### src/rtl/sn_to_bn.sv
// sn_to_bn: counts the ones of a LEN-bit stochastic window and presents the count with a valid/ready handshake
module sn_to_bn #(
  parameter int LEN = 16,
  parameter int CW  = $clog2(LEN+1),
  parameter int XW  = $clog2(LEN)
) (
  input  logic          i_clk_s2b,
  input  logic          i_rst_s2b,
  input  logic          i_start_s2b,
  input  logic          i_stop_s2b,
  input  logic          i_sn_bit,
  input  logic          i_ready_s2b,
  output logic [CW-1:0] o_count,
  output logic [XW-1:0] o_x_bn,
  output logic          o_valid,
  output logic          o_aborted,
  output logic          o_busy
);
  typedef enum logic [1:0] {IDLE = 2'd0, ACC = 2'd1, DONE = 2'd2} state_t;
  state_t state, state_nx;
  logic [CW-1:0] acc, cnt, acc_add, res;
  logic fin;
  assign acc_add = acc + CW'(i_sn_bit);
  // a stopped window drops the bit sampled in the stop cycle
  assign res = i_stop_s2b ? acc : acc_add;
  assign fin = (state == ACC) && (i_stop_s2b || cnt == CW'(LEN-1));
  assign o_valid = state == DONE;
  assign o_busy = state == ACC;
  always_comb begin
    state_nx = IDLE;
    case (state)
      IDLE:    state_nx = i_start_s2b ? ACC : IDLE;
      ACC:     state_nx = fin ? DONE : ACC;
      DONE:    state_nx = i_ready_s2b ? IDLE : DONE;
      default: state_nx = IDLE;
    endcase
  end
  always_ff @(posedge i_clk_s2b or posedge i_rst_s2b) begin
    if (i_rst_s2b) begin
      state     <= IDLE;
      acc       <= '0;
      cnt       <= '0;
      o_count   <= '0;
      o_x_bn    <= '0;
      o_aborted <= 1'b0;
    end else begin
      state <= state_nx;
      if (state == IDLE && i_start_s2b) begin
        acc <= CW'(i_sn_bit);
        cnt <= CW'(1);
      end else if (state == ACC && !i_stop_s2b) begin
        acc <= acc_add;
        cnt <= cnt + CW'(1);
      end
      if (fin) begin
        o_count   <= res;
        o_x_bn    <= (res == CW'(LEN)) ? XW'(LEN-1) : res[XW-1:0];
        o_aborted <= i_stop_s2b;
      end
    end
  end
endmodule

### config.mk
export PLATFORM = sky130hd
export DESIGN_NAME = sn_to_bn
export DESIGN_NICKNAME = d
export VERILOG_FILES = /design/src/rtl/sn_to_bn.sv
export SDC_FILE = /design/constraint.sdc
export NUM_CORES = 1
export LEC_CHECK = 0
export ABC_CLOCK_PERIOD_IN_PS = 2600
export BUFFER_PORTS_ARGS = -buffer_cell sky130_fd_sc_hd__buf_2
export CORE_MARGIN = 2
export CORE_UTILIZATION = 54
export CTS_CLUSTER_DIAMETER = 30
export CTS_CLUSTER_SIZE = 20
export DETAILED_ROUTE_END_ITERATION = 12
export PLACE_DENSITY = 0.77
export SLEW_MARGIN = 10
export SYNTH_ARGS = -nofsm -noshare
export SYNTH_HDL_FRONTEND = slang
export SYNTH_SLANG_ARGS = --single-unit
### constraint.sdc
create_clock -name i_clk_s2b -period 2.6 [get_ports i_clk_s2b]
set_input_delay 0.26 -clock i_clk_s2b [delete_from_list [all_inputs] [get_ports i_clk_s2b]]
set_output_delay 0.26 -clock i_clk_s2b [all_outputs]
set_load 0.005 [all_outputs]
# == Yosys cells after proc, flatten, opt, wreduce, memory -nomap -nowiden ==
# Index checks and enable logic that the tools add are counted.
# word_totals
elab_cells,29
input_bits,6
regBits,22
out_inout_bits,12
# op_classes
n_mux,10
n_eq_ne,4
reduce_logical,7
n_addsub,2
# ops
cell,n
$mux W5,5
$pmux W2 S3,1
$add A5 B1 Y5,1
$add A5 B1 Y5 const B,1
$eq A5 B4 Y1 const B,1
$eq A5 B5 Y1 const B,1
$mux W2,2
$mux W4,1
$logic_and A1 B1 Y1,3
$eq A2 B1 Y1 const B,1
$eq A2 B2 Y1 const B,1
$logic_not A2 Y1,1
$reduce_bool A2 Y1,1
$logic_not A1 Y1,1
$logic_or A1 B1 Y1,1
$mux W1,1

# == Longest topological paths before layout ==
# depth
word_depth,5
ltp_mapped,7
ltp_nobuf,6

# == Least setup slack after synthesis ==
# Ideal clock, no wire load.
# synth_path
kind,register to register
from,register cnt[0]
to,register o_x_bn[3]
path_stages_with_launch,8
required_ns,2.474
setup_ns,0.126
arrival_time_ns,1.713
period_less_slack_ns,1.839
slack_ns,0.761
path_buffers,1
path_cell_list,dfrtp_1 > ha_1 > and3_1 > ha_1 > o21a_1 > buf_2 > and2_1 > a221o_1
# synth_between
elab_chain_len,3
# synth_rtl
item,line_no,text
start: declaration,21,"logic [CW-1:0] acc, cnt, acc_add, res;"
start signal: assignment,53,cnt <= cnt + CW'(1);
$eq A5 B4 Y1,26,assign fin = (state == ACC) && (i_stop_s2b || cnt == CW'(LEN-1));
$logic_or A1 B1 Y1,26,
$logic_and A1 B1 Y1,26,
end signal: assignment,57,o_x_bn <= (res == CW'(LEN)) ? XW'(LEN-1) : res[XW-1:0];
end: declaration,14,"output logic [XW-1:0] o_x_bn,"
# Every way passes these cells.
# A chain may end at the register's enable or synchronous reset.

# == Worst setup path in the final report ==
# layout_path
from,register acc[0]
to,register o_x_bn[1]
# layout_between
elab_chain_len,4
# layout_rtl
item,line_no,text
start: declaration,21,
start signal: assignment,49,acc <= CW'(i_sn_bit);
$add A5 B1 Y5,23,assign acc_add = acc + CW'(i_sn_bit);
$mux W5 (*),25,assign res = i_stop_s2b ? acc : acc_add;
$eq A5 B5 Y1,57,
$mux W4 (*),57,
# Every way passes the cells marked *; elsewhere a longest branch is shown, timed or not.

==> key figures <==
Status
  – Status: completed

CTS
  – H-tree depth: 1
  – Clk root buf: clkbuf_4
  – TritonCTS Buffers: 3
  – Max Buffers Root-to-Sink: 2
  – Clk pin slew, worst setup/hold paths: 0.11 ns
  – Clock Latency Late Sink: around 0.31 ns
  – Hold Buf Count CTS: 0
  – Setup bufs post-CTS: 0
  – Num Clock Sinks: 22
  – CTS tree: done
  – PostCTS Resize Cnt: 0

GRT
  – Number of global-route vias before repair: slightly below 800
  – Total global-route track usage: 19.0%
  – GRT overflow: 0
  – First-pass GRT wire length: about 3500 um
  – Largest net degree at the start of global routing: 23
  – Initial antenna violation count: 0

Die
  – Die Y: 49.9 um
  – DIE AREA: between 2000 and 2500 um2
  – Core area: 1980 um2
  – Num rows: 16
  – Initial cell density of the core: between 50% and 60%
  – Die X-Extent: between 40 and 50 um
  – Boundary Pins: 18

STA
  – Hold Vio Cnt, Final: 0
  – Final min period: just under 2 ns
  – Max Slew Vio Count: 0
  – Slew headroom: 45.6%
  – RSZ-0062 raised after global routing: false
  – Period utilization: about three quarters
  – Setup violators final: 0
  – FMAX: roughly 0.51 GHz
  – Worst-Margin Slew: around 0.8 ns
  – Setup TNS: 0 ns
  – Clock skew: ~0.0030 ns
  – Slack of the critical path: roughly 0.64 ns

Worst setup path
  – CP Capture Type: register
  – WP data arrival: ~2.2 ns
  – Crit-path most repeated cell: ha_1
  – Slowest-stage cell, CP: dfrtp_1
  – Crit Path Class: reg -> reg
  – Delay of the slowest critical-path stage: between 0.4 and 0.5 ns
  – Worst-case reg-to-reg path depth: 6
  – R2R Setup Slk: roughly 0.64 ns
  – Crit-path cells: ha_1 > ha_1 > nor2b_1 > or3_1 > a211oi_2 > o22a_1
  – Worst EP required: ~2.9 ns
  – FF-to-FF Start: acc[0]
  – Worst r2r dst: o_x_bn[1]
  – Startpoint Class: register
  – Crit Path Max Fanout: 6

Synth
  – EDFF count, synth: 0
  – Synth unique cells: 36
  – Most frequent cells after synthesis: dfrtp_1 (22), nor2_1 (15), nand2_1 (11)
  – Top-count cell post-synth: dfrtp_1
  – Seq cells post-synth: 22
  – Post-Synthesis Cells: roughly 110
  – Post-synth top area cell: dfrtp_1
  – Mapped Nets: 122
  – Register area share after synthesis: roughly 48%
  – Asr flop ratio synth: 100%
  – Mean post-synth cell area: between 10 and 15 um2
  – Yosys top cell area share: about half
  – Top_reg_cell synth: dfrtp_1
  – Largest cells by area after synthesis: dfrtp_1 (48%), nor2_1 (5.0%), ha_1 (4.4%)
  – Post-Syn Area: 1140 um2
  – Ys Warns: 0

Detailed routing
  – DRC: 0
  – Pre-antenna DRT Iters: 4
  – Initial drt markers: 28
  – Post-route antenna net violation count: 0
  – Detailed-route via count: around 880
  – Mean routed wirelength per cell: around 13 um
  – DRT Wirelength: approximately 2000 um
  – Vias per Instance: 5.69

Place
  – Placed Cells: about 150
  – DP HPWL: roughly 1500 um
  – Post-Place Worst Slack: roughly 0.67 ns
  – Port Buf Inserts: 17
  – Final GP Congestion: ~0.8

Final layout
  – Antenna cell count: 0
  – Layout cells sized above 1: around 20%
  – Final-layout fill cell count: between 150 and 200
  – Multi-input logic area: between 500 and 600 um2
  – Layout Nets: between 100 and 150
  – Post-Layout Cell Count: between 150 and 200
  – P&R area growth vs syn: 9.68%
  – Final Core Density: between 60% and 70%
  – Area taken by flip-flops and latches: around 550 um2

Power and ir drop
  – VDD IR max: ~0.00044 V
  – Lkg Pwr: about 0.00058 uW
  – Pwr Density: between 900 and 1000 nW/um2

Job
  – Max-cap viol count: 0

Worst hold path
  – Hold Crit Class: in -> async
==> metrics by stage <==
stage               hold slack (ns)  area [um2]  total power (uW)
finish                       0.0858        1250              1130
global route                  0.154        1250              1230
CTS                           0.110        1250              1150
detailed placement            0.459        1220               990
global placement              0.442        1220               972
floorplan                     0.249        1140               859
==> critical path: cells and delay by family (launching register included) <==
| family | cells | cell delay (ns) |
|---|---|---|
| compound gates | 2 | 0.43 |
| flops | 1 | 0.43 |
| fa+ha+maj | 2 | 0.54 |
| simple gates | 2 | 0.51 |
==> power by group <==
part,switching [uW],internal (uW),total (uW)
Sequential,92.7,449,542
Clock,97.7,54.2,152
Combinational,232,205,437
Total,422,709,1130
==> logic make-up after synthesis <==
group / count (synthesis) / synth area share (%)
compound gates: 25 / 15.7
buf+inv: 8 / 3.74
fa+ha+maj: 4 / 4.40
flops: 22 / 48.4
simple gates: 44 / 19.9
xor+xnor: 7 / 6.05
mux: 2 / 1.76
==> layer usage <==
metal / GRT usage [%] / wire (um)
met1: 24.0 / 893
met2: 30.9 / 993
met3: 3.64 / 83
met4: 9.72 / 46
met5: 0 / 0
==> registers in the layout, indices dropped and copies added, names as in the netlist <==
| name | cells |
|---|---|
| o_x_bn | 4 |
| cnt | 5 |
| acc | 5 |
| state | 2 |
| o_aborted | 1 |
| o_count | 5 |
==> area by class of cell <==
| cell class | count | share of cell area (%) |
|---|---|---|
| Sequential cell | 22 | 44.1 |
| Multi-Input combinational cell | 82 | 43.6 |
| Timing Repair Buffer | 17 | 6.82 |
| Inverter | 3 | 0.903 |
| Clock buffer | 3 | 1.81 |
| Tap cell | 27 | 2.71 |
==> layout by cell type, fill, tap and decap left out, types with 2 or more instances in the layout <==
cell type  count
buf_2         17
and2_1         2
o21ai_1        3
mux2i_1        2
clkbuf_4       3
a22o_1         3
xor2_1         4
ha_1           4
a221o_1        2
nand4b_1       2
nor2_1        15
inv_1          3
o21ai_0        6
o22a_1         2
nand4_1        3
xnor2_1        2
dfrtp_1       22
a31oi_1        2
o21a_1         3
nand2_1       11
==> worst max-delay path by stage <==
stage | startpoint | end
after floorplan | cnt[0] | o_x_bn[3]
after global placement | cnt[0] | o_x_bn[3]
after detailed placement | cnt[0] | o_x_bn[3]
after CTS | cnt[0] | o_x_bn[3]
after global routing | acc[0] | o_x_bn[1]
final | acc[0] | o_x_bn[1]
(Power assumes the default switching activity.)
